`config.mk`:
```
export PLATFORM = sky130hd
export DESIGN_NAME = axis_frame_packetizer
export DESIGN_NICKNAME = d
export VERILOG_FILES = /design/src/rtl/axis_frame_packetizer_pkg.sv /design/src/rtl/axis_frame_packetizer.sv
export SDC_FILE = /design/constraint.sdc
export NUM_CORES = 1
export LEC_CHECK = 0
export BUFFER_PORTS_ARGS = -buffer_cell sky130_fd_sc_hd__buf_2
export CAP_MARGIN = 40
export CORE_MARGIN = 3
export CORE_UTILIZATION = 40
export DETAILED_ROUTE_END_ITERATION = 6
export PLACE_DENSITY = 0.71
export SLEW_MARGIN = 20
export SYNTH_ARGS = -nofsm -noshare
export SYNTH_HDL_FRONTEND = slang
export SYNTH_SLANG_ARGS = --single-unit
```
`constraint.sdc`:
```
create_clock -name aclk -period 7.8 [get_ports aclk]
set_input_delay 1.17 -clock aclk [delete_from_list [all_inputs] [get_ports aclk]]
set_output_delay 1.17 -clock aclk [all_outputs]
set_load 0.01 [all_outputs]
```
`src/rtl/axis_frame_packetizer_pkg.sv`:
```
// Shared types for the AXI-Stream frame packetizer.
package axis_frame_packetizer_pkg;

   // Frame state: IDLE = no frame open, ACTIVE = frame open.
   typedef enum logic [0:0] {
      IDLE   = 1'b0,
      ACTIVE = 1'b1
   } state_e;

endpackage

```
`src/rtl/axis_frame_packetizer.sv`:
```
// AXI-Stream frame packetizer: cuts an input stream into frames of frame_length beats,
// marking the first beat with tuser and the last with tlast, counting completed frames.
// Optional idle-timeout flush is compiled only with AXIS_FRAME_PACKETIZER_TIMEOUT_EN defined;
// in that build non-final beats wait in a one-beat pending register so a late tlast can be forced.
module axis_frame_packetizer
   import axis_frame_packetizer_pkg::*;
#(
   parameter int unsigned DATA_WIDTH    = 16,
   parameter int unsigned COUNTER_WIDTH = 16,
   parameter int unsigned TIMEOUT_WIDTH = 16
) (
   input  logic                     aclk,
   input  logic                     areset,
   input  logic [COUNTER_WIDTH-1:0] frame_length,
`ifdef AXIS_FRAME_PACKETIZER_TIMEOUT_EN
   input  logic [TIMEOUT_WIDTH-1:0] timeout_cycles,
`endif
   input  logic [DATA_WIDTH-1:0]    s_axis_tdata,
   input  logic                     s_axis_tvalid,
   output logic                     s_axis_tready,
   output logic [DATA_WIDTH-1:0]    m_axis_tdata,
   output logic                     m_axis_tvalid,
   output logic                     m_axis_tlast,
   output logic                     m_axis_tuser,
   input  logic                     m_axis_tready,
   output logic [COUNTER_WIDTH-1:0] frame_count,
   output logic                     frame_done
);

   state_e                   state_q, state_d;
   logic [COUNTER_WIDTH-1:0] beat_q, beat_d;
   logic [COUNTER_WIDTH-1:0] len_q, len_d;
   logic [COUNTER_WIDTH-1:0] len_cur;
   logic                     out_free;
   logic                     accept;
   logic                     beat_first;
   logic                     beat_last;
   logic                     fire;

   // Output register can take a new beat this cycle.
   assign out_free   = !m_axis_tvalid || m_axis_tready;
   assign accept     = s_axis_tvalid && s_axis_tready;
   // The open frame keeps its latched length; a new frame samples the port.
   assign len_cur    = (state_q == IDLE) ? frame_length : len_q;
   assign beat_first = (beat_q == '0);
   // Length 0 wraps to all-ones here, i.e. 2^COUNTER_WIDTH beats.
   assign beat_last  = (beat_q == len_cur - COUNTER_WIDTH'(1));

`ifdef AXIS_FRAME_PACKETIZER_TIMEOUT_EN
   logic [DATA_WIDTH-1:0]    pend_data;
   logic                     pend_valid;
   logic                     pend_last;
   logic                     pend_user;
   logic [TIMEOUT_WIDTH-1:0] idle_cnt_q;
   logic                     expired;
   logic                     bypass;
   logic                     out_load;

   assign s_axis_tready = !areset && (out_free || !pend_valid);
   assign expired  = pend_valid && !pend_last && (timeout_cycles != '0) && !accept &&
                     (idle_cnt_q + TIMEOUT_WIDTH'(1) == timeout_cycles);
   assign fire     = expired && out_free;
   // A final beat goes straight out only if nothing is queued ahead of it.
   assign bypass   = accept && !pend_valid && beat_last && out_free;
   assign out_load = out_free && (pend_valid ? (accept || pend_last || fire) : bypass);

   // Idle counter: cycles with a pending beat and no input accepted; holds once expired.
   always_ff @(posedge aclk) begin
      if (areset || accept || !pend_valid || fire) begin
         idle_cnt_q <= '0;
      end else if (!expired) begin
         idle_cnt_q <= idle_cnt_q + TIMEOUT_WIDTH'(1);
      end
   end

   // One-beat pending register in front of the output stage.
   always_ff @(posedge aclk) begin
      if (areset) begin
         pend_valid <= 1'b0;
         pend_last  <= 1'b0;
         pend_user  <= 1'b0;
      end else if (accept && !bypass) begin
         pend_valid <= 1'b1;
         pend_data  <= s_axis_tdata;
         pend_last  <= beat_last;
         pend_user  <= beat_first;
      end else if (out_load) begin
         pend_valid <= 1'b0;
      end
   end

   // Output stage fed from pending (tlast forced on timeout) or by bypass.
   always_ff @(posedge aclk) begin
      if (areset) begin
         m_axis_tvalid <= 1'b0;
         m_axis_tlast  <= 1'b0;
         m_axis_tuser  <= 1'b0;
      end else if (out_free) begin
         m_axis_tvalid <= out_load;
         if (out_load && pend_valid) begin
            m_axis_tdata <= pend_data;
            m_axis_tlast <= pend_last || fire;
            m_axis_tuser <= pend_user;
         end else if (out_load) begin
            m_axis_tdata <= s_axis_tdata;
            m_axis_tlast <= 1'b1;
            m_axis_tuser <= beat_first;
         end
      end
   end
`else
   assign s_axis_tready = !areset && out_free;
   assign fire          = 1'b0;

   // Empty unless the timeout width is nonsensical; keeps the parameter referenced.
   if (TIMEOUT_WIDTH == 0) begin : g_timeout_width_zero
   end

   // Output stage: each accepted beat appears one cycle later.
   always_ff @(posedge aclk) begin
      if (areset) begin
         m_axis_tvalid <= 1'b0;
         m_axis_tlast  <= 1'b0;
         m_axis_tuser  <= 1'b0;
      end else if (out_free) begin
         m_axis_tvalid <= accept;
         if (accept) begin
            m_axis_tdata <= s_axis_tdata;
            m_axis_tlast <= beat_last;
            m_axis_tuser <= beat_first;
         end
      end
   end
`endif

   // Frame state, beat index and latched length registers.
   always_ff @(posedge aclk) begin
      if (areset) begin
         state_q <= IDLE;
         beat_q  <= '0;
         len_q   <= '0;
      end else begin
         state_q <= state_d;
         beat_q  <= beat_d;
         len_q   <= len_d;
      end
   end

   // Next-state: open on first beat, close on final beat or forced timeout.
   always_comb begin
      state_d = state_q;
      beat_d  = beat_q;
      len_d   = len_q;
      if (accept) begin
         if (state_q == IDLE) begin
            len_d = frame_length;
         end
         if (beat_last) begin
            state_d = IDLE;
            beat_d  = '0;
         end else begin
            state_d = ACTIVE;
            beat_d  = beat_q + COUNTER_WIDTH'(1);
         end
      end else if (fire) begin
         state_d = IDLE;
         beat_d  = '0;
      end
   end

   // Completed-frame counter and pulse on the tlast handshake.
   always_ff @(posedge aclk) begin
      if (areset) begin
         frame_count <= '0;
         frame_done  <= 1'b0;
      end else begin
         frame_done <= m_axis_tvalid && m_axis_tready && m_axis_tlast;
         if (m_axis_tvalid && m_axis_tready && m_axis_tlast) begin
            frame_count <= frame_count + COUNTER_WIDTH'(1);
         end
      end
   end

endmodule
```
### After elaboration in Yosys (flattened, before gate mapping)

Cells that the tools add are included.

| cells by class | value |
|---|---|
| add/subtract/negate cells | 3 |
| eq/ne operators | 1 |
| mux-type cells | 3 |
| bitwise gates (word level) | 1 |
| reductions and logical operators | 10 |

Operators by type and width:

| cell | count |
|---|---|
| adder 16 x 1 -> 16 bit, second input constant | 2 |
| 2-to-1 mux 16 bit | 2 |
| equality test 16 bit | 1 |
| zero test 16 bit | 1 |
| subtractor 16 x 1 -> 16 bit, second input constant | 1 |
| logical AND 1 bit | 4 |
| AND reduction 3 bit | 1 |
| zero test 1 bit | 2 |
| AND reduction 2 bit | 1 |
| logical OR 1 bit | 1 |
| 2-to-1 mux 1 bit | 1 |
| inverter 1 bit | 1 |

| storage, ports and cells | value |
|---|---|
| register bits | 69 |
| bits of input ports | 36 |
| logic and storage cells | 27 |

### Logic depth before layout (Yosys ltp)

| depth | value |
|---|---|
| depth in word-level cells | 5 |
| depth in mapped cells | 13 |
| depth with buffers taken out | 9 |

### Least setup slack after synthesis

Ideal clock, no wire load.

| timing | value |
|---|---|
| kind | input to register |
| start point | input port frame_length[0] |
| end point | register beat_q[10] |
| data arrival time | 3.789 ns |
| required time | 7.685 ns |
| setup slack | 3.896 ns |
| cell stages on the path | 10 |
| path buffers | 1 |
| path through | mux2i_1 -> ha_1 -> or4b_1 -> a22o_4 -> xnor2_1 -> a2111oi_0 -> nand4b_1 -> o41ai_4 -> buf_4 -> nor2_1 |

| on the way | value |
|---|---|
| word-level cells in the longest chain between the ends | 4 |

RTL lines:

| item | line | source |
|---|---|---|
| start: declaration | axis_frame_packetizer.sv:14 | `input logic [COUNTER_WIDTH-1:0] frame_length,` |
| 2-to-1 mux 16 bit | - |  |
| subtractor 16 x 1 -> 16 bit | axis_frame_packetizer.sv:47 | `assign beat_last = (beat_q == len_cur - COUNTER_WIDTH'(1));` |
| equality test 16 bit | axis_frame_packetizer.sv:47 |  |
| 2-to-1 mux 16 bit | axis_frame_packetizer.sv:158 | `if (beat_last) begin` |
| end signal: assignment | axis_frame_packetizer.sv:144 | `beat_q <= beat_d;` |
| end: declaration | axis_frame_packetizer.sv:31 | `logic [COUNTER_WIDTH-1:0] beat_q, beat_d;` |

Every way passes these cells.
A chain may end at the register's enable or synchronous reset.

### Worst setup path in the final report

| timing | value |
|---|---|
| start point | input port frame_length[0] |
| end point | register beat_q[9] |

The elaborated chain is that of the path after synthesis.

==> impl_metrics.json <==
{
  "fmax_mhz": 240.2,
  "synth_edf_count": 16,
  "hold_viol": 0,
  "clk_latency_ps": 340,
  "placeableCoreArea_mm2": 0.008341,
  "worstPathArrival_ps": 4350,
  "ys_dominant_reg_cell": "dfxtp_1",
  "stdcell_count": 544,
  "synth_area_mm2": 0.003488,
  "slew-limit-headroom_pct": 45.64,
  "cpPeakStageDelay_ps": 700,
  "synthCells": 362,
  "fin_util_pct": 49.49,
  "dr_total_vias": 2813,
  "power_density_mw_per_mm2": 191.7,
  "dpl.hpwl_um": 5606,
  "cts.root.buffer_cell": "clkbuf_8",
  "hold_path_class": "flip-flop to flip-flop",
  "layout_common_cells": "buf_2, nor2_1, dfxtp_1",
  "cts_resized": 0,
  "yosysUniqueCellTypes": 52,
  "vias_per_cell": 5.171,
  "dr.pass1.iters": 4,
  "clk_path_buf_depth": 2,
  "layout-drive-gt1-share_pct": 21.41,
  "stdcell_area_mm2": 0.004128,
  "antenna_cells": 0,
  "status": "complete, no violations",
  "io_pins": 73,
  "die_h_um": 99.39,
  "overflow": 0,
  "grt_max_degree": 43,
  "cts.sinks": 69,
  "grt_pass1_vias": 2767,
  "worstPathRequired_ps": 7990,
  "rsz0062_at_grt": "false",
  "layout_setup_ws_ps": 3637,
  "place_congestion": 0.8476,
  "antenna_found_initial": 0,
  "synth_warnings": 0,
  "ant_nets": 0,
  "grt_pass1_wl_um": 12750,
  "netlist_top_cells_area": "dfxtp_1, edfxtp_1, mux2i_1",
  "area_growth_pct": 18.33,
  "die_w_um": 99.39,
  "synth_seq_cells": 69,
  "critPathKind": "input pin to flip-flop",
  "htreeDepth": 3,
  "synth.top_cell.area_share_pct": 30.42,
  "std_cell_rows": 33,
  "first_iter_violations": 98,
  "period_share_pct": 53.37,
  "grt_use_total_pct": 15.89,
  "setup_viol": 0,
  "cts_setup_buffers": 0,
  "fillers": 802,
  "crit_path_cell_trace": "buf_2 -> mux2i_1 -> ha_1 -> or4b_1 -> a22o_4 -> xnor2_1 -> a2111oi_0 -> nand4b_1 -> o41ai_4 -> nor2_1",
  "async_flop_share_pct": 0,
  "cp_slowest_cell": "o41ai_4",
  "drv_cap": 0,
  "cts.reportedPaths.clkPinSlew_ps": 70,
  "slew_viol_final": 0,
  "end_kind": "flip-flop",
  "drc": 0,
  "worstMarginPinSlew_ps": 812.6,
  "holdBufCountCts": 0,
  "p_leak_nw": 1.615,
  "synth_nets": 402,
  "cts_tree": "built",
  "setup_tns_ps": 0,
  "final.min_clock_period_ps": 4163,
  "dpl_cell_area_mm2": 0.003925,
  "synth_area_per_cell_um2": 9.636,
  "place_ws_ps": 3303,
  "port_buffers": 72,
  "cts_buffers": 9,
  "cp_max_fo": 15,
  "die-area_mm2": 0.009877,
  "seq_area_frac_synth_pct": 44.19,
  "initial_core_util_pct": 41.82,
  "wl_um": 7609,
  "wl_per_cell_um": 13.99,
  "critPathLaunchType": "input pin",
  "final_nets": 474,
  "synth_top_cell_by_area": "dfxtp_1",
  "ir_worst_vdd_mv": 0.1082,
  "dp.cells": 528,
  "final_common_cell": "buf_2",
  "fin_skew_ps": 9.960
}
## cell families after synthesis
logic type      count (synthesis)  share of synthesized area [%]
flops                          69                          44.19
fa+ha+maj                       4                          1.435
xor+xnor                       50                          12.55
mux                            27                          8.250
compound gates                 37                          7.748
buf+inv                        17                          2.439
simple gates                  158                          23.39
## critical path: cells and delay by family
family	cells	cell delay [ps]
compound gates	3	1450
simple gates	3	870
fa+ha+maj	1	350
mux	1	270
xor+xnor	1	120
buf+inv	1	110
## worst paths after layout
| path | startpoint | endpoint | slack (ps) | depth (start not counted) |
|---|---|---|---|---|
| setup / recovery | frame_length[0] | beat_q[9] | 3640 | 10 |
| setup reg to reg | state_q | beat_q[9] | 3730 | 10 |
| hold reg to reg | len_q[15] | len_q[15] | 470 | 2 |
| hold / removal | len_q[15] | len_q[15] | 470 | 2 |
## registers in the layout (all words and copies together), names as in the netlist
signal         count
beat_q            16
frame_count       16
len_q             16
m_axis_tdata      16
frame_done         1
m_axis_tlast       1
m_axis_tuser       1
m_axis_tvalid      1
state_q            1
## stage by stage
step	total power (W)	hold slack, ps
2_1_floorplan	0.0004613	435.6
3_3_place_gp	0.0004889	447.7
3_5_place_dp	0.0004910	459.0
4_1_cts	0.0008015	471.3
5_1_grt	0.0008299	516.9
6_report	0.0007912	466.9
## synthesized netlist by cell type (2+ instances only)
| cell | number |
|---|---|
| buf_1 | 2 |
| nor2b_1 | 4 |
| xor2_1 | 27 |
| or4_1 | 2 |
| nand2_1 | 26 |
| nand3_1 | 12 |
| nor4_1 | 5 |
| nor3_1 | 13 |
| xnor2_1 | 23 |
| mux2i_1 | 25 |
| ha_1 | 4 |
| nor3b_1 | 3 |
| a211oi_1 | 4 |
| buf_6 | 2 |
| a31o_1 | 2 |
| nor2_1 | 55 |
| inv_1 | 2 |
| and3_1 | 9 |
| nand4_1 | 13 |
| or3_1 | 3 |
| clkbuf_1 | 6 |
| dfxtp_1 | 53 |
| buf_2 | 2 |
| edfxtp_1 | 16 |
| o21ai_0 | 11 |
| a21oi_1 | 8 |
| or4b_1 | 3 |
| and2_1 | 2 |
| a22oi_1 | 2 |
## per-layer routing
metal | part of all wire, % | global-route usage, %
met5 | 0 | 0
met4 | 1.7 | 6.303
met3 | 5.5 | 3.506
met1 | 47 | 20.60
met2 | 46 | 25.77
## power breakdown
group / switching [W] / total (W) / leakage (nW) / internal [W]
Combinational: 0.0000549 / 0.0000974 / 0.937 / 0.0000424
Sequential: 0.00000847 / 0.000386 / 0.579 / 0.000377
Clock: 0.000127 / 0.000308 / 0.0989 / 0.000181
Total: 0.000191 / 0.000791 / 1.62 / 0.000601
## cell type report
| cell class | count | area (um^2) | area share [%] |
|---|---|---|---|
| flip-flops and latches | 69 | 1541 | 37.34 |
| multi-input cells | 276 | 1862 | 45.10 |
| repair buffers | 74 | 375.4 | 9.094 |
| inverters | 4 | 15.01 | 0.3637 |
| clock buffers | 14 | 142.6 | 3.456 |
| clock inverters | 2 | 60.06 | 1.455 |
| well taps | 105 | 131.4 | 3.183 |
No activity file was read; power rests on OpenSTA's default activity.
